`src/rtl/usart_clkgen.sv`:
```
// Baud-rate prescaler and XCK clock controller for one USART channel.
// Produces TX/RX step enables for async, sync-master and sync-slave modes.
module usart_clkgen #(
  parameter int unsigned UBRR_W = 12
) (
  input  logic              cp2,
  input  logic              ireset,
  input  logic [UBRR_W-1:0] ubrr,
  input  logic              ubrr_wr,
  input  logic              u2x,
  input  logic              umsel,
  input  logic              ucpol,
  input  logic              ddr_xck,
  input  logic              xck_in,
  output logic              xck_out,
  output logic              xck_oe,
  output logic              tx_tick,
  output logic              rx_tick
);

  logic [UBRR_W-1:0] cnt_q, cnt_d;
  logic [3:0]        div_q, div_d;
  logic              xck_int_q, xck_int_d;
  logic              xck_prev_q, xck_prev_d;
  logic              sync1_q, sync1_d;
  logic              sync2_q, sync2_d;
  logic              hist_q, hist_d;
  logic              tx_q, tx_d;
  logic              rx_q, rx_d;
  logic              umsel_q, ddr_q, u2x_q;

  logic p, mode_chg, master, slave, slave_lvl, div_match, out_en;

  always_comb begin
    mode_chg  = (umsel != umsel_q) | (ddr_xck != ddr_q) | (u2x != u2x_q);
    master    = umsel & ddr_xck;
    slave     = umsel & ~ddr_xck;
    // A divisor write takes priority over the natural reload tick.
    p         = (cnt_q == '0) & ~ubrr_wr;
    slave_lvl = sync2_q ^ ucpol;
    div_match = u2x ? (div_q[2:0] == 3'd7) : (div_q == 4'd15);
    out_en    = ~ireset & ~mode_chg;

    if (ubrr_wr || (cnt_q == '0)) cnt_d = ubrr;
    else                          cnt_d = cnt_q - UBRR_W'(1);

    div_d = div_q;
    if (mode_chg)        div_d = 4'd0;
    else if (p && !umsel) div_d = div_q + 4'd1;

    xck_int_d = xck_int_q;
    if (mode_chg || !master) xck_int_d = 1'b0;
    else if (p)              xck_int_d = ~xck_int_q;

    xck_prev_d = mode_chg ? 1'b0 : xck_int_q;

    sync1_d = xck_in;
    sync2_d = sync1_q;
    // History tracks the current level so a mode change never fakes an edge.
    hist_d  = slave_lvl;

    tx_d = 1'b0;
    rx_d = 1'b0;
    if (!mode_chg) begin
      if (master) begin
        tx_d = xck_int_q & ~xck_prev_q;
        rx_d = ~xck_int_q & xck_prev_q;
      end else if (slave) begin
        tx_d = slave_lvl & ~hist_q;
        rx_d = ~slave_lvl & hist_q;
      end
    end

    tx_tick = out_en & (umsel ? tx_q : (p & div_match));
    rx_tick = out_en & (umsel ? rx_q : p);
    xck_out = ~ireset & master & (xck_int_q ^ ucpol);
    xck_oe  = ~ireset & master;
  end

  always_ff @(posedge cp2 or posedge ireset) begin
    if (ireset) begin
      cnt_q      <= '0;
      div_q      <= 4'd0;
      xck_int_q  <= 1'b0;
      xck_prev_q <= 1'b0;
      sync1_q    <= 1'b0;
      sync2_q    <= 1'b0;
      hist_q     <= 1'b0;
      tx_q       <= 1'b0;
      rx_q       <= 1'b0;
      umsel_q    <= 1'b0;
      ddr_q      <= 1'b0;
      u2x_q      <= 1'b0;
    end else begin
      cnt_q      <= cnt_d;
      div_q      <= div_d;
      xck_int_q  <= xck_int_d;
      xck_prev_q <= xck_prev_d;
      sync1_q    <= sync1_d;
      sync2_q    <= sync2_d;
      hist_q     <= hist_d;
      tx_q       <= tx_d;
      rx_q       <= rx_d;
      umsel_q    <= umsel;
      ddr_q      <= ddr_xck;
      u2x_q      <= u2x;
    end
  end

endmodule

```
`config.mk`:
```
export PLATFORM = sky130hd
export DESIGN_NAME = usart_clkgen
export DESIGN_NICKNAME = d
export VERILOG_FILES = /design/src/rtl/usart_clkgen.sv
export SDC_FILE = /design/constraint.sdc
export NUM_CORES = 1
export LEC_CHECK = 0
export ABC_AREA = 1
export BUFFER_PORTS_ARGS = -buffer_cell sky130_fd_sc_hd__buf_2
export CORE_MARGIN = 3
export CORE_UTILIZATION = 25
export CTS_CLUSTER_DIAMETER = 50
export DETAILED_ROUTE_END_ITERATION = 6
export GPL_ROUTABILITY_DRIVEN = 1
export GPL_TIMING_DRIVEN = 0
export PLACE_DENSITY = 0.54
export SYNTH_ARGS = -nofsm -noshare
export SYNTH_HDL_FRONTEND = slang
export SYNTH_SLANG_ARGS = --single-unit
```
`constraint.sdc`:
```
create_clock -name cp2 -period 1.9 [get_ports cp2]
set_input_delay 0.19 -clock cp2 [delete_from_list [all_inputs] [get_ports cp2]]
set_output_delay 0.19 -clock cp2 [all_outputs]
set_load 0.01 [all_outputs]
```
==> run metrics <==
status finished with violations; root buf cell clkbuf_8; row count 26; Slew @ Worst Pin 0.576 ns; syn nets 188; # DRC 0; Rel. slew slack 0.615; FF-to-FF path depth 10; Starting Density 0.266; Clk Latency, worst-skew pair 0.27 ns; first-pass GRT wire length 4.55 mm; register bit total from synthesis 26; P per Cell Area 686 nW/um^2; H-Tree Depth 1; routed vias 1,092; CP max FO 5; unrepaired setup endpoints after global routing false; hold buffer count at CTS 0; Final period util 0.939; max-slew violations 0; stages on the worst setup path 9; Post-Route WL 2.67 mm; hold_ws -0.0143 ns; GRT overflow 0; nets 220; initial DRC count 53; R2R Path End cnt_q[10]; Setup Skew 0.00345 ns; maximum vdd drop 390 uV; syn avg cell area 8.54 sq um; Final GP Congestion 0.742; Yosys Warn Count 0; Placed Area 1600 sq um; number of clock sinks 26; Final Hold Viols 26; Crit Path Class flip-flop to output pin; Buffers on Ports 23; via-per-instance ratio 4.14; CP Cell Sequence inv_1, ha_1, nand2_1, nor2_4, nand4_4, nor2_2, nor2_1, nor2_1, buf_2; layout cell share with drive strength beyond 1 0.258; clock period minus worst slack 1.78 ns; DR WL/cell 10.1 microns; post-layout util 0.321; worst setup path endpoint tx_tick; Seq/Total Area, Yosys 0.465; total die area 6530 sq um; GRT Total Usage 0.0898; startpoint type of the worst setup path flip-flop; Netlist cell types 24; antenna fix cells 0; Fillers 583; placed cell count 257; Post-Syn Instances 164; antenna violations before repair 0; Routed Antenna Nets 0; synthesized cell area 1400 sq um; Die X 80.8 microns; Max-Cap Viols 0; synthesis-to-layout area growth 20.6%; Die Ht 80.8 microns; TritonCTS clock tree built; CP top delay family simple AND/OR/NAND/NOR gates; drt pass-1 iters 3; Crit-path slowest cell dfrtp_1; Max Clock Freq 0.561 GHz; # setup viols final 0; CP Data Required Time 1.71 ns; Post-DP HPWL 1.98 mm; crit path buf inv count 2; failing checks negative hold slack; Num CTS Buffers 3; reg2reg start cnt_q[0]; Fin Setup TNS 0 ns; reg2reg setup slack 0.28 ns; crit path DAT 1.59 ns; Hold WC Path Type primary input to async pin; fin area 1690 sq um; worst stage delay on the critical path 0.37 ns; Core Region 5270 sq um; CP Capture Type output pin; Leak 0.818 nW; largest net degree at the start of global routing 28; Final Instance Count excl. Fillers 264; I/O pin cnt 24; vias in the first global route 1,035; Worst-path clk slew 0.09 ns; clk buf depth 2; crit path launch cnt_q[1]; crit-path most repeated cell nor2_1
[where the power goes]
part / internal [mW] / switching, mW / total, mW / leakage [nW]
clock: 0.142 / 0.171 / 0.313 / 0.0216
combinational: 0.0923 / 0.132 / 0.224 / 0.470
sequential: 0.592 / 0.0294 / 0.622 / 0.327
[cells in the final DEF (no fill, tap or decap), types with 4 or more instances in the layout]
master | synthesis | layout
xor2_1 | 7 | 7
nor2_1 | 19 | 18
o21ai_0 | 5 | 5
buf_2 | 0 | 23
inv_1 | 15 | 13
dfrtp_1 | 26 | 26
buf_4 | 0 | 4
nand3_1 | 13 | 13
ha_1 | 4 | 4
o21ai_2 | 5 | 5
nand2_1 | 41 | 41
xnor2_1 | 8 | 8
[synthesized netlist by cell type]
library cell | number | share of area
nand2_2 | 1 | 0.0045
nor3_1 | 3 | 0.011
inv_1 | 15 | 0.040
o21ai_0 | 5 | 0.018
a21oi_1 | 2 | 0.0071
dfrtp_1 | 26 | 0.46
or2_2 | 1 | 0.0045
nor2_2 | 2 | 0.0089
nand2_1 | 41 | 0.11
o21ai_2 | 5 | 0.031
ha_1 | 4 | 0.036
nand4_1 | 2 | 0.0089
a21oi_4 | 1 | 0.012
xor2_1 | 7 | 0.044
buf_6 | 1 | 0.0080
nand4_2 | 1 | 0.0089
inv_2 | 2 | 0.0054
nor2_4 | 2 | 0.016
inv_4 | 1 | 0.0045
xnor2_1 | 8 | 0.050
o31ai_1 | 1 | 0.0054
nand3_1 | 13 | 0.046
a31oi_1 | 1 | 0.0045
nor2_1 | 19 | 0.051
[metrics by stage]
step	setup WS (ns)	hold slack [ns]	total power, mW
final	0.116	-0.0143	1.16
after global routing	0.00410	0.0120	1.23
after global placement	0.117	0.306	0.850
after detailed placement	0.131	0.303	0.853
after CTS	0.0414	0.0167	1.18
after floorplan	0.439	0.221	0.792
[worst min path at each step]
stage / start / to / slack [ns] / depth (start not counted)
global placement: xck_in / sync1_q / 0.31 / 1
global route: xck_in / sync1_q / 0.01 / 1
detailed placement: xck_in / sync1_q / 0.30 / 1
CTS: xck_in / sync1_q / 0.02 / 1
finish: ireset / hist_q / -0.01 / 2
floorplan: ddr_xck / ddr_q / 0.22 / 0
[final cells by class]
| type | count | area, sq um | share of cell area |
|---|---|---|---|
| multi-input cells | 119 | 679 | 0.402 |
| flip-flops and latches | 26 | 651 | 0.385 |
| repair buffers | 27 | 145 | 0.0859 |
| well taps | 70 | 87.6 | 0.0519 |
| inverters | 18 | 73.8 | 0.0437 |
| clock buffers | 3 | 41.3 | 0.0244 |
| plain buffers | 1 | 11.3 | 0.00667 |
[sequential cells by signal (all words and copies together), names as in the netlist]
| register | flops |
|---|---|
| cnt_q | 12 |
| ddr_q | 1 |
| div_q | 4 |
| hist_q | 1 |
| rx_q | 1 |
| sync1_q | 1 |
| sync2_q | 1 |
| tx_q | 1 |
| u2x_q | 1 |
| umsel_q | 1 |
| xck_int_q | 1 |
| xck_prev_q | 1 |
[routing by layer]
layer / track usage / vias up / wire, microns
li1: - / 580 / -
met1: 0.117 / 490 / 1290
met2: 0.146 / 20 / 1200
met3: 0.0277 / 2 / 155
met4: 0.0203 / 0 / 22
met5: 0 / - / 0
[logic make-up (layout without fill, tap and decap cells)]
| logic type | after synthesis | in the layout | share of synthesized area |
|---|---|---|---|
| AND/OR/NAND/NOR | 85 | 85 | 0.270 |
| flip-flops | 26 | 26 | 0.465 |
| XOR/XNOR | 15 | 15 | 0.0938 |
| adder cells (fa/ha/maj) | 4 | 4 | 0.0357 |
| buffers and inverters | 19 | 49 | 0.0581 |
| AO/OA/AOI/OAI | 15 | 15 | 0.0778 |
[repair_timing]
item,in CTS,in global routing
resized for setup,1,3
endpoints found under the setup margin,1,2
pin swaps,1,0
buffers inserted,1,3
hold endpoints to repair,0,0
gates cloned,0,0
Note: power is estimated with default switching activity, not from simulation.
